**src/rtl/wav_ahb_reg_bridge_if.sv**
```systemverilog
// AHB-Lite slave-side bus plus the request/acknowledge register port of wav_ahb_reg_bridge.
interface wav_ahb_reg_bridge_if #(
  parameter int AWIDTH = 32,
  parameter int DWIDTH = 32
);
  logic              i_ahb_hsel;
  logic [AWIDTH-1:0] i_ahb_haddr;
  logic              i_ahb_hwrite;
  logic [1:0]        i_ahb_htrans;
  logic [2:0]        i_ahb_hsize;
  logic [2:0]        i_ahb_hburst;
  logic [DWIDTH-1:0] i_ahb_hwdata;
  logic              i_ahb_hready;
  logic              o_ahb_hreadyout;
  logic [1:0]        o_ahb_hresp;
  logic [DWIDTH-1:0] o_ahb_hrdata;

  logic                  o_reg_req;
  logic                  o_reg_write;
  logic [AWIDTH-1:0]     o_reg_addr;
  logic [DWIDTH-1:0]     o_reg_wdata;
  logic [DWIDTH/8-1:0]   o_reg_wstrb;
  logic                  i_reg_ack;
  logic [DWIDTH-1:0]     i_reg_rdata;
  logic                  i_reg_slverr;

  modport slave (
    input  i_ahb_hsel, i_ahb_haddr, i_ahb_hwrite, i_ahb_htrans, i_ahb_hsize,
    input  i_ahb_hburst, i_ahb_hwdata, i_ahb_hready,
    output o_ahb_hreadyout, o_ahb_hresp, o_ahb_hrdata,
    output o_reg_req, o_reg_write, o_reg_addr, o_reg_wdata, o_reg_wstrb,
    input  i_reg_ack, i_reg_rdata, i_reg_slverr
  );

  modport master (
    output i_ahb_hsel, i_ahb_haddr, i_ahb_hwrite, i_ahb_htrans, i_ahb_hsize,
    output i_ahb_hburst, i_ahb_hwdata, i_ahb_hready,
    input  o_ahb_hreadyout, o_ahb_hresp, o_ahb_hrdata,
    input  o_reg_req, o_reg_write, o_reg_addr, o_reg_wdata, o_reg_wstrb,
    output i_reg_ack, i_reg_rdata, i_reg_slverr
  );
endinterface

```
**src/rtl/wav_ahb_reg_bridge.sv**
```systemverilog
// AHB-Lite to one-outstanding register request bridge; request one cycle after the address phase,
// response one cycle after ack (min one wait state); HREADYOUT low stalls the bus while a request is open.
module wav_ahb_reg_bridge #(
  parameter int AWIDTH  = 32,
  parameter int DWIDTH  = 32,
  parameter int TIMEOUT = 256
) (
  input  logic                 i_hclk,
  input  logic                 i_hreset,
  wav_ahb_reg_bridge_if.slave  bus,
  input  logic                 i_err_cnt_clr,
  output logic [7:0]           o_err_cnt
);
  localparam int SW = DWIDTH / 8;
  localparam int LB = $clog2(SW);
  localparam int TW = (TIMEOUT > 1) ? $clog2(TIMEOUT + 1) : 1;
  localparam logic [1:0] OKAY  = 2'b00;
  localparam logic [1:0] ERROR = 2'b01;

  typedef enum logic [1:0] {IDLE, REQ, ERR1, ERR2} state_t;

  state_t         state;
  logic [TW-1:0]  tcnt;
  logic           first;
  logic           xfer_vld;
  logic           xfer_ok;
  logic           tmo_hit;
  logic           err_entry;
  logic [SW-1:0]  strb;
  logic           unused;

  assign unused = ^bus.i_ahb_hburst;

  assign xfer_vld = bus.i_ahb_hsel & bus.i_ahb_hready & bus.i_ahb_htrans[1]
                  & ((state == IDLE) | (state == ERR2));
  assign tmo_hit  = (TIMEOUT != 0) && (tcnt == TW'(TIMEOUT));
  assign err_entry = (xfer_vld & ~xfer_ok)
                   | ((state == REQ) & bus.i_reg_ack & bus.i_reg_slverr)
                   | ((state == REQ) & ~bus.i_reg_ack & tmo_hit);

  // Legality and little-endian lane mask; reads always enable every lane.
  always_comb begin
    int off;
    int nb;
    off = int'(bus.i_ahb_haddr[LB-1:0]);
    nb  = 1 << bus.i_ahb_hsize;
    xfer_ok = (int'(bus.i_ahb_hsize) <= LB) && ((off & (nb - 1)) == 0);
    for (int i = 0; i < SW; i++) begin
      strb[i] = bus.i_ahb_hwrite ? ((i >= off) && (i < off + nb)) : 1'b1;
    end
  end

  always_ff @(posedge i_hclk) begin
    if (i_hreset) begin
      state               <= IDLE;
      bus.o_ahb_hreadyout <= 1'b1;
      bus.o_ahb_hresp     <= OKAY;
      bus.o_ahb_hrdata    <= '0;
      bus.o_reg_req       <= 1'b0;
      bus.o_reg_write     <= 1'b0;
      bus.o_reg_addr      <= '0;
      bus.o_reg_wdata     <= '0;
      bus.o_reg_wstrb     <= '0;
      tcnt                <= '0;
      first               <= 1'b0;
    end else begin
      case (state)
        IDLE, ERR2: begin
          state               <= IDLE;
          bus.o_ahb_hreadyout <= 1'b1;
          bus.o_ahb_hresp     <= OKAY;
          if (xfer_vld) begin
            bus.o_ahb_hreadyout <= 1'b0;
            if (xfer_ok) begin
              state           <= REQ;
              bus.o_reg_req   <= 1'b1;
              bus.o_reg_write <= bus.i_ahb_hwrite;
              bus.o_reg_addr  <= bus.i_ahb_haddr;
              bus.o_reg_wstrb <= strb;
              first           <= 1'b1;
              tcnt            <= TW'(1);
            end else begin
              state           <= ERR1;
              bus.o_ahb_hresp <= ERROR;
            end
          end
        end
        REQ: begin
          first <= 1'b0;
          if (first) bus.o_reg_wdata <= bus.i_ahb_hwdata;
          if (bus.i_reg_ack) begin
            bus.o_reg_req <= 1'b0;
            if (bus.i_reg_slverr) begin
              state           <= ERR1;
              bus.o_ahb_hresp <= ERROR;
            end else begin
              state               <= IDLE;
              bus.o_ahb_hreadyout <= 1'b1;
              if (!bus.o_reg_write) bus.o_ahb_hrdata <= bus.i_reg_rdata;
            end
          end else if (tmo_hit) begin
            bus.o_reg_req   <= 1'b0;
            state           <= ERR1;
            bus.o_ahb_hresp <= ERROR;
          end else begin
            tcnt <= tcnt + 1'b1;
          end
        end
        ERR1: begin
          state               <= ERR2;
          bus.o_ahb_hreadyout <= 1'b1;
        end
        default: state <= IDLE;
      endcase
    end
  end

  always_ff @(posedge i_hclk) begin
    if (i_hreset || i_err_cnt_clr) begin
      o_err_cnt <= 8'd0;
    end else if (err_entry && (o_err_cnt != 8'hFF)) begin
      o_err_cnt <= o_err_cnt + 8'd1;
    end
  end
endmodule
```
**src/flat_wrapper.sv**
```systemverilog
// flat-port wrapper written by rule: the top's interface ports become plain ports
module wav_ahb_reg_bridge_flat 
#(
  parameter int AWIDTH  = 32,
  parameter int DWIDTH  = 32,
  parameter int TIMEOUT = 256
)
  (i_hclk, i_hreset, i_err_cnt_clr, o_err_cnt, bus_i_ahb_hsel, bus_i_ahb_haddr, bus_i_ahb_hwrite, bus_i_ahb_htrans, bus_i_ahb_hsize, bus_i_ahb_hburst, bus_i_ahb_hwdata, bus_i_ahb_hready, bus_o_ahb_hreadyout, bus_o_ahb_hresp, bus_o_ahb_hrdata, bus_o_reg_req, bus_o_reg_write, bus_o_reg_addr, bus_o_reg_wdata, bus_o_reg_wstrb, bus_i_reg_ack, bus_i_reg_rdata, bus_i_reg_slverr);
  wav_ahb_reg_bridge_if #(.AWIDTH(AWIDTH), .DWIDTH(DWIDTH)) bus_i ();
  input  logic i_hclk;
  input  logic i_hreset;
  input  logic i_err_cnt_clr;
  output logic [7:0] o_err_cnt;
  input wire logic [$bits(bus_i.i_ahb_hsel)-1:0] bus_i_ahb_hsel;
  input wire logic [$bits(bus_i.i_ahb_haddr)-1:0] bus_i_ahb_haddr;
  input wire logic [$bits(bus_i.i_ahb_hwrite)-1:0] bus_i_ahb_hwrite;
  input wire logic [$bits(bus_i.i_ahb_htrans)-1:0] bus_i_ahb_htrans;
  input wire logic [$bits(bus_i.i_ahb_hsize)-1:0] bus_i_ahb_hsize;
  input wire logic [$bits(bus_i.i_ahb_hburst)-1:0] bus_i_ahb_hburst;
  input wire logic [$bits(bus_i.i_ahb_hwdata)-1:0] bus_i_ahb_hwdata;
  input wire logic [$bits(bus_i.i_ahb_hready)-1:0] bus_i_ahb_hready;
  output wire logic [$bits(bus_i.o_ahb_hreadyout)-1:0] bus_o_ahb_hreadyout;
  output wire logic [$bits(bus_i.o_ahb_hresp)-1:0] bus_o_ahb_hresp;
  output wire logic [$bits(bus_i.o_ahb_hrdata)-1:0] bus_o_ahb_hrdata;
  output wire logic [$bits(bus_i.o_reg_req)-1:0] bus_o_reg_req;
  output wire logic [$bits(bus_i.o_reg_write)-1:0] bus_o_reg_write;
  output wire logic [$bits(bus_i.o_reg_addr)-1:0] bus_o_reg_addr;
  output wire logic [$bits(bus_i.o_reg_wdata)-1:0] bus_o_reg_wdata;
  output wire logic [$bits(bus_i.o_reg_wstrb)-1:0] bus_o_reg_wstrb;
  input wire logic [$bits(bus_i.i_reg_ack)-1:0] bus_i_reg_ack;
  input wire logic [$bits(bus_i.i_reg_rdata)-1:0] bus_i_reg_rdata;
  input wire logic [$bits(bus_i.i_reg_slverr)-1:0] bus_i_reg_slverr;
  assign bus_i.i_ahb_hsel = bus_i_ahb_hsel;
  assign bus_i.i_ahb_haddr = bus_i_ahb_haddr;
  assign bus_i.i_ahb_hwrite = bus_i_ahb_hwrite;
  assign bus_i.i_ahb_htrans = bus_i_ahb_htrans;
  assign bus_i.i_ahb_hsize = bus_i_ahb_hsize;
  assign bus_i.i_ahb_hburst = bus_i_ahb_hburst;
  assign bus_i.i_ahb_hwdata = bus_i_ahb_hwdata;
  assign bus_i.i_ahb_hready = bus_i_ahb_hready;
  assign bus_o_ahb_hreadyout = bus_i.o_ahb_hreadyout;
  assign bus_o_ahb_hresp = bus_i.o_ahb_hresp;
  assign bus_o_ahb_hrdata = bus_i.o_ahb_hrdata;
  assign bus_o_reg_req = bus_i.o_reg_req;
  assign bus_o_reg_write = bus_i.o_reg_write;
  assign bus_o_reg_addr = bus_i.o_reg_addr;
  assign bus_o_reg_wdata = bus_i.o_reg_wdata;
  assign bus_o_reg_wstrb = bus_i.o_reg_wstrb;
  assign bus_i.i_reg_ack = bus_i_reg_ack;
  assign bus_i.i_reg_rdata = bus_i_reg_rdata;
  assign bus_i.i_reg_slverr = bus_i_reg_slverr;
  wav_ahb_reg_bridge #(.AWIDTH(AWIDTH), .DWIDTH(DWIDTH), .TIMEOUT(TIMEOUT)) u_core (.i_hclk(i_hclk), .i_hreset(i_hreset), .bus(bus_i), .i_err_cnt_clr(i_err_cnt_clr), .o_err_cnt(o_err_cnt));
endmodule
```
**config.mk**
```make
export PLATFORM = sky130hd
export DESIGN_NAME = wav_ahb_reg_bridge_flat
export DESIGN_NICKNAME = d
export VERILOG_FILES = /design/src/rtl/wav_ahb_reg_bridge_if.sv /design/src/rtl/wav_ahb_reg_bridge.sv /design/src/flat_wrapper.sv
export SDC_FILE = /design/constraint.sdc
export NUM_CORES = 1
export LEC_CHECK = 0
export ABC_AREA = 0
export BUFFER_PORTS_ARGS = -buffer_cell sky130_fd_sc_hd__buf_2
export CORE_AREA = 2 2 116 107
export DETAILED_ROUTE_END_ITERATION = 12
export DIE_AREA = 0 0 118 109
export MAX_ROUTING_LAYER = met4
export PLACE_DENSITY = 0.73
export RECOVER_POWER = 50
export SETUP_SLACK_MARGIN = 0.1
export SLEW_MARGIN = 0
export SYNTH_ARGS = -nofsm -noshare
export SYNTH_HDL_FRONTEND = slang
export SYNTH_SLANG_ARGS = --single-unit
```
**constraint.sdc**
```tcl
create_clock -name i_hclk -period 3 [get_ports i_hclk]
set_clock_uncertainty 0.2 [all_clocks]
set_input_delay 0.45 -clock i_hclk [delete_from_list [all_inputs] [get_ports i_hclk]]
set_output_delay 0.45 -clock i_hclk [all_outputs]
set_load 0.02 [all_outputs]
```
==> impl_table.tex, run 1 <==
\begin{tabular}{lr}
\hline
Metric & Value \\
\hline
\multicolumn{2}{l}{\textbf{Run status}} \\
Result of the run & finished, final reports clean \\
\multicolumn{2}{l}{\textbf{Power}} \\
Cell-internal power & 3.124 mW \\
Pwr Density & 594.5 nW/um\^{}2 \\
Worst vdd rail ir drop & 0.0003504 V \\
Share of power burned in the clock network & 53.0\% \\
Leakage & 2.451 nW \\
Relative contribution of sequential cells to total power & 42.4\% \\
Net switching power figure & 801.4 uW \\
Switching power as a share of total power & 20.41\% \\
Comb pwr share & 4.6\% \\
\multicolumn{2}{l}{\textbf{Clock tree}} \\
Number of gates given a new drive strength after cts & 0 \\
Clock insertion delay at the later pin of the skew report & 0.41 ns \\
Number of clock sinks & 124 \\
TritonCTS clock tree & done \\
Post-CTS clock slew at the launch and capture registers of the worst setup and hold paths & 0.05 ns \\
TritonCTS buffer count & 17 \\
Worst-case clock buffer depth & 2 \\
Clock H-tree levels & 4 \\
Post-CTS Hold Fix Bufs & 0 \\
Post-CTS setup repair buffer count & 0 \\
Library cell used as clock root buffer & clkbuf\_16 \\
\multicolumn{2}{l}{\textbf{Route}} \\
Pre-antenna DRT Iters & 4 \\
DRC violations left & 0 \\
Iteration-0 DRC Markers & 305 \\
Post-DR vias/cell & 4.898 \\
Routed length per placed instance & 12.97 um \\
Antenna-violating nets left & 0 \\
Total number of vias & 4,878 \\
Post-detailed-routing wire length & 12,910 um \\
\multicolumn{2}{l}{\textbf{Worst hold path}} \\
Start point of the worst min-delay path & bus\_i\_reg\_rdata[20] \\
Worst hold path stage count & 3 \\
Class of the worst hold path & in2reg \\
\multicolumn{2}{l}{\textbf{Final layout}} \\
Layout Area Growth over Synthesis & 34.13\% \\
Count of filler cells inserted in the layout & 1,157 \\
Share of cells above drive strength 1 & 19.26\% \\
Storage cell area & 2482 um\^{}2 \\
Antenna cell count & 0 \\
Area taken by multi-input logic gates & 2252 um\^{}2 \\
Non-filler cells in the finished layout & 996 \\
Layout Nets & 946 \\
\multicolumn{2}{l}{\textbf{Yosys}} \\
Top post-synthesis cells by area & dfxtp\_1 (50\%), nand2\_1 (16\%), a21oi\_1 (11\%) \\
Yosys warns & 0 \\
Cells after Synth & 614 \\
Sequential share of the synthesized area & 50.42\% \\
Net count after synthesis & 736 \\
Commonest cells in the netlist & nand2\_1 (213), dfxtp\_1 (124), a21oi\_1 (111) \\
Area share of the largest cell type after synthesis & 50.42\% \\
Dominant synthesized flop cell & dfxtp\_1 \\
Largest area contributor in the synthesized netlist & dfxtp\_1 \\
Flops \& latches, synth & 124 \\
Number of enable flip-flop cells after synthesis & 0 \\
Fraction of registers with async set/reset & 0\% \\
Number of distinct library cells after synthesis & 54 \\
Mean area per synthesized cell & 8.019 um\^{}2 \\
Count leader, synth & nand2\_1 \\
Netlist Area Pre-Place & 4923 um\^{}2 \\
\multicolumn{2}{l}{\textbf{STA}} \\
Final cycle utilization of the critical path & 89.20\% \\
Aggregate negative setup slack & 0 ns \\
Maximum operating frequency & 0.3737 GHz \\
Fin. Hold Viols & 0 \\
Setup repair after global routing missed its margin & false \\
Worst hold margin & 0.07436 ns \\
Final-report max-slew violation count & 0 \\
Final setup violation count & 0 \\
Tightest slew margin relative to the limit & 23.38\% \\
Worst Tran Pin Value & 1.149 ns \\
Minimum clock period & 2.676 ns \\
\multicolumn{2}{l}{\textbf{Floorplanning}} \\
Die span in y & 109 um \\
Top-level I/O count & 225 \\
Core area & 11,740 um\^{}2 \\
Initial standard-cell utilization of the core & 41.92\% \\
Area of the die & 12,860 um\^{}2 \\
Horiz. Die Dim & 118 um \\
Core Rows & 38 \\
\multicolumn{2}{l}{\textbf{Worst setup path}} \\
Worst reg2reg path startpoint & u\_core.state[0] \\
Worst path buffer plus inverter count & 3 \\
Cell family contributing the most delay on the critical path & simple AND/OR/NAND/NOR gates \\
Arrival time of the worst setup path & 2.83 ns \\
Element type at the critical path start & flop \\
Ordered cell list for the critical path & inv\_1 > ha\_1 > inv\_1 > o2111ai\_1 > buf\_4 > o21bai\_1 > or4\_2 > nand2\_1 \\
Worst path max stage delay & 0.63 ns \\
Critical Path Start & u\_core.state[0] \\
Required arrival time at the worst endpoint & 3.15 ns \\
Crit Path Class & reg2reg \\
Critical path endpoint category & flop \\
Worst Path Max Fanout & 7 \\
Cell count along the critical path & 8 \\
Slowest library cell on the worst path & or4\_2 \\
Reg2reg path depth & 8 \\
Most used cell, CP & inv\_1 \\
\multicolumn{2}{l}{\textbf{Global routing}} \\
Total global routing track utilization & 20.64\% \\
Pin count of the biggest net entering global routing & 62 \\
Antenna violations before repair & 0 \\
GRT Residual Overflow & 0 \\
GR met2 Demand/Resource & 33.68\% \\
First-pass GRT wire length & 20,780 um \\
Met3 usage in global routing & 6.642\% \\
Routing layer with the top usage in global route & met2 \\
Met1 layer usage reported by global route & 24.35\% \\
Via count of the first global-routing pass & 4,463 \\
\multicolumn{2}{l}{\textbf{Place}} \\
Routability cong. & 0.8083 \\
Port Buffer Count & 219 \\
Number of placed instances with taps included & 965 \\
Post-detailed-placement half-perimeter wirelength & 8684 um \\
\multicolumn{2}{l}{\textbf{Job}} \\
Total of max-cap violations & 0 \\
\hline
\end{tabular}
==> power groups by stage <==
stage / logic, mW / registers (mW) / clock network (mW)
global placement: 0.184 / 1.70 / 0
detailed placement: 0.184 / 1.70 / 0
finish: 0.181 / 1.66 / 2.08
global route: 0.201 / 1.66 / 2.21
floorplan: 0.0722 / 1.71 / 0
CTS: 0.185 / 1.66 / 2.13
==> cells in the final DEF (no fill, tap or decap), types with 3 or more instances in the layout <==
cell type and instances:
nand2_1 213, dfxtp_1 124, clkbuf_1 116, a21oi_1 111
buf_2 106, nor2_1 17, clkbuf_16 17, inv_1 12
ha_1 9, o21ai_0 8, buf_4 8, nand3_1 7
xnor2_1 6, a211oi_1 6, nor3_1 4, o211ai_1 4
clkbuf_8 4, nand4_1 3, a31oi_1 3, bufinv_16 3
==> state kept, by name (all words and copies together) (netlist names) <==
name	count
u_core.bus.o_ahb_hrdata	32
u_core.bus.o_reg_write	1
u_core.tcnt	9
u_core.bus.o_reg_wstrb	4
u_core.bus.o_reg_wdata	32
u_core.bus.o_ahb_hreadyout	1
u_core.state	2
u_core.bus.o_reg_req	1
u_core.bus.o_reg_addr	32
u_core.o_err_cnt	8
u_core.bus.o_ahb_hresp	1
u_core.first	1
==> cells by family after synthesis <==
family	Yosys count	synth area share (%)
other	1	0.07617
DFF	124	50.42
buffers and inverters	49	3.837
xor gates and xnor gates	6	1.067
and+or+nand+nor	270	23.25
adders and majority gates	10	2.694
muxes	3	0.7115
AOI/OAI and AO/OA	151	17.94
==> final timing paths <==
check	endpoint	slack [ns]
setup / recovery	u_core.tcnt[2]	0.32
hold / removal	u_core.bus.o_ahb_hrdata[20]	0.07
setup reg to reg	u_core.tcnt[2]	0.32
hold reg to reg	u_core.bus.o_ahb_hrdata[22]	0.25
==> stage by stage <==
step	worst slack, ns	util (%)	cell area (um^2)	total power [mW]
6_report	0.3239	56.23	6604	3.926
5_1_grt	0.2114	56.23	6604	4.074
4_1_cts	0.4482	57.51	6754	3.976
3_5_place_dp	0.2673	52.37	6150	1.882
3_3_place_gp	0.3502	52.37	6150	1.882
2_1_floorplan	0.5239	-	4923	1.780
==> worst register-to-register path: cells and delay by family (launching register included) <==
family / cells / cell delay, ns
AND/OR/NAND/NOR: 2 / 0.71
AO/OA/AOI/OAI: 2 / 0.56
buffers and inverters: 3 / 0.42
adder cells (fa/ha/maj): 1 / 0.40
flip-flops: 1 / 0.34
==> cell type report <==
class,instances,share of cell area [%]
sequential,124,37.59
tap,160,3.031
inverter,13,0.7389
clock inverter,6,1.648
multi-input combinational,441,34.10
clock buffer,25,7.503
timing repair buffer,227,15.38
==> metal layers <==
layer,share of wire [%],vias up
li1,-,2479
met1,46,2196
met2,46,188
met3,6.7,15
met4,0.92,0
met5,0,-
(Power assumes the default switching activity.)
==> run 2, diff against run 1 <==
--- a/config.mk
+++ b/config.mk
@@ -6,7 +6,7 @@
 export NUM_CORES = 1
 export LEC_CHECK = 0
 export ABC_AREA = 0
-export BUFFER_PORTS_ARGS = -buffer_cell sky130_fd_sc_hd__buf_2
+export BUFFER_PORTS_ARGS = -buffer_cell sky130_fd_sc_hd__clkbuf_2
 export CORE_AREA = 2 2 116 107
 export DETAILED_ROUTE_END_ITERATION = 12
 export DIE_AREA = 0 0 118 109
@@ -14,7 +14,6 @@
 export PLACE_DENSITY = 0.73
 export RECOVER_POWER = 50
 export SETUP_SLACK_MARGIN = 0.1
-export SLEW_MARGIN = 0
 export SYNTH_ARGS = -nofsm -noshare
 export SYNTH_HDL_FRONTEND = slang
 export SYNTH_SLANG_ARGS = --single-unit
==> impl_table.tex, run 2 (synthesis gave the netlist of run 1 again) <==
\begin{tabular}{lr}
\hline
Metric & Value \\
\hline
\multicolumn{2}{l}{\textbf{Worst setup path}} \\
Crit Path Class & reg2reg \\
Element type at the critical path start & flop \\
Slowest library cell on the worst path & or4\_2 \\
Critical path endpoint category & flop \\
Ordered cell list for the critical path & inv\_1 > ha\_1 > inv\_1 > o2111ai\_1 > buf\_4 > o21bai\_1 > or4\_2 > nand2\_1 \\
Worst Path Max Fanout & 7 \\
Required arrival time at the worst endpoint & 3.15 ns \\
Worst path max stage delay & 0.64 ns \\
Arrival time of the worst setup path & 2.78 ns \\
Cell family contributing the most delay on the critical path & simple AND/OR/NAND/NOR gates \\
Worst path buffer plus inverter count & 3 \\
Most used cell, CP & inv\_1 \\
\multicolumn{2}{l}{\textbf{Clock tree}} \\
TritonCTS clock tree & done \\
Post-CTS setup repair buffer count & 0 \\
Clock insertion delay at the later pin of the skew report & 0.40 ns \\
Number of clock sinks & 124 \\
Post-CTS Hold Fix Bufs & 0 \\
Worst-case clock buffer depth & 2 \\
Library cell used as clock root buffer & clkbuf\_16 \\
Clock H-tree levels & 4 \\
Post-CTS clock slew at the launch and capture registers of the worst setup and hold paths & 0.05 ns \\
Number of gates given a new drive strength after cts & 0 \\
TritonCTS buffer count & 17 \\
\multicolumn{2}{l}{\textbf{STA}} \\
Tightest slew margin relative to the limit & 23.60\% \\
Worst Tran Pin Value & 1.146 ns \\
Maximum operating frequency & 0.3797 GHz \\
Final-report max-slew violation count & 0 \\
Final setup violation count & 0 \\
Minimum clock period & 2.633 ns \\
Aggregate negative setup slack & 0 ns \\
Final cycle utilization of the critical path & 87.78\% \\
Fin. Hold Viols & 0 \\
Setup repair after global routing missed its margin & false \\
\multicolumn{2}{l}{\textbf{Place}} \\
Post-detailed-placement half-perimeter wirelength & 8807 um \\
Port Buffer Count & 219 \\
Routability cong. & 0.7873 \\
\multicolumn{2}{l}{\textbf{Route}} \\
Routed length per placed instance & 13.02 um \\
Total number of vias & 4,841 \\
Iteration-0 DRC Markers & 239 \\
DRC violations left & 0 \\
Post-DR vias/cell & 4.865 \\
Pre-antenna DRT Iters & 5 \\
Antenna-violating nets left & 0 \\
Post-detailed-routing wire length & 12,960 um \\
\multicolumn{2}{l}{\textbf{Global routing}} \\
Antenna violations before repair & 0 \\
Via count of the first global-routing pass & 4,424 \\
GRT Residual Overflow & 0 \\
Total global routing track utilization & 20.42\% \\
First-pass GRT wire length & 20,390 um \\
Pin count of the biggest net entering global routing & 60 \\
\multicolumn{2}{l}{\textbf{Final layout}} \\
Antenna cell count & 0 \\
Most used cells in the layout excluding fill and tap cells & nand2\_1 (213), dfxtp\_1 (124), clkbuf\_1 (117) \\
Commonest non-fill, non-tap cell in the layout & nand2\_1 \\
Share of cells above drive strength 1 & 19.04\% \\
Final core utilization & 56.14\% \\
Layout Area Growth over Synthesis & 33.90\% \\
Registers with the highest flip-flop counts & u\_core.bus.o\_ahb\_hrdata x32, u\_core.bus.o\_reg\_addr x32, u\_core.bus.o\_reg\_wdata x32 \\
Storage cell area & 2482 um\^{}2 \\
Count of filler cells inserted in the layout & 1,176 \\
Area taken by multi-input logic gates & 2250 um\^{}2 \\
Layout Nets & 946 \\
\multicolumn{2}{l}{\textbf{Floorplanning}} \\
Horiz. Die Dim & 118 um \\
Area of the die & 12,860 um\^{}2 \\
Die span in y & 109 um \\
Core Rows & 38 \\
Initial standard-cell utilization of the core & 41.92\% \\
Core area & 11,740 um\^{}2 \\
Top-level I/O count & 225 \\
\multicolumn{2}{l}{\textbf{Power}} \\
Worst vdd rail ir drop & 0.0003700 V \\
Leakage & 2.465 nW \\
Pwr Density & 595.9 nW/um\^{}2 \\
\multicolumn{2}{l}{\textbf{Run status}} \\
Result of the run & finished, final reports clean \\
\multicolumn{2}{l}{\textbf{Job}} \\
Total of max-cap violations & 0 \\
\multicolumn{2}{l}{\textbf{Worst hold path}} \\
Class of the worst hold path & in2reg \\
\hline
\end{tabular}
-- run 2: layout make-up --
cell class                 count  share of cell area (%)
clock buffer                  22                   6.889
clock inverter                 8                   2.164
inverter                      13                  0.7402
multi-input combinational    441                   34.12
sequential                   124                   37.65
tap                          160                   3.037
timing repair buffer         227                   15.39
-- run 2: layer usage --
layer	GRT usage, %	share of wire [%]	routed length (um)
met3	6.747	7.4	959
met4	7.917	1.5	195
met1	23.65	45	5859
met5	-	0	0
met2	33.18	46	5941
-- run 2: through the flow --
stage	cell area, um^2	power, mW	setup slack, ns	std cells	hold WS (ns)
final	6593	3.928	0.3666	995	0.06017
after detailed placement	6162	1.883	0.2646	965	0.2454
after floorplan	4923	1.780	0.5239	614	0.2581
after global placement	6162	1.882	0.3559	965	0.2408
after global routing	6593	4.059	0.1912	995	0.04405
after CTS	6759	3.971	0.5035	995	0.04068
-- run 2: power by group --
part	total [mW]	switching, mW	leakage (nW)	internal (mW)
sequential	1.66	0.00540	0.999	1.66
clock	2.08	0.685	0.290	1.40
combinational	0.182	0.105	1.18	0.0778
-- run 2: worst paths after layout --
kind / endpoint / slack (ns) / cells past startpoint / from
max reg2reg: u_core.tcnt[2] / 0.37 / 8 / u_core.state[0]
min: u_core.bus.o_ahb_hrdata[18] / 0.06 / 3 / bus_i_reg_rdata[18]
max: u_core.tcnt[2] / 0.37 / 8 / u_core.state[0]
min reg2reg: u_core.bus.o_reg_addr[25] / 0.25 / 2 / u_core.bus.o_reg_addr[25]
-- run 2: tightest hold or removal path: cells and delay by family --
family                 cells  cell delay (ns)
and+or+nand+nor            1             0.04
buffers and inverters      1             0.08
AOI/OAI and AO/OA          1             0.05
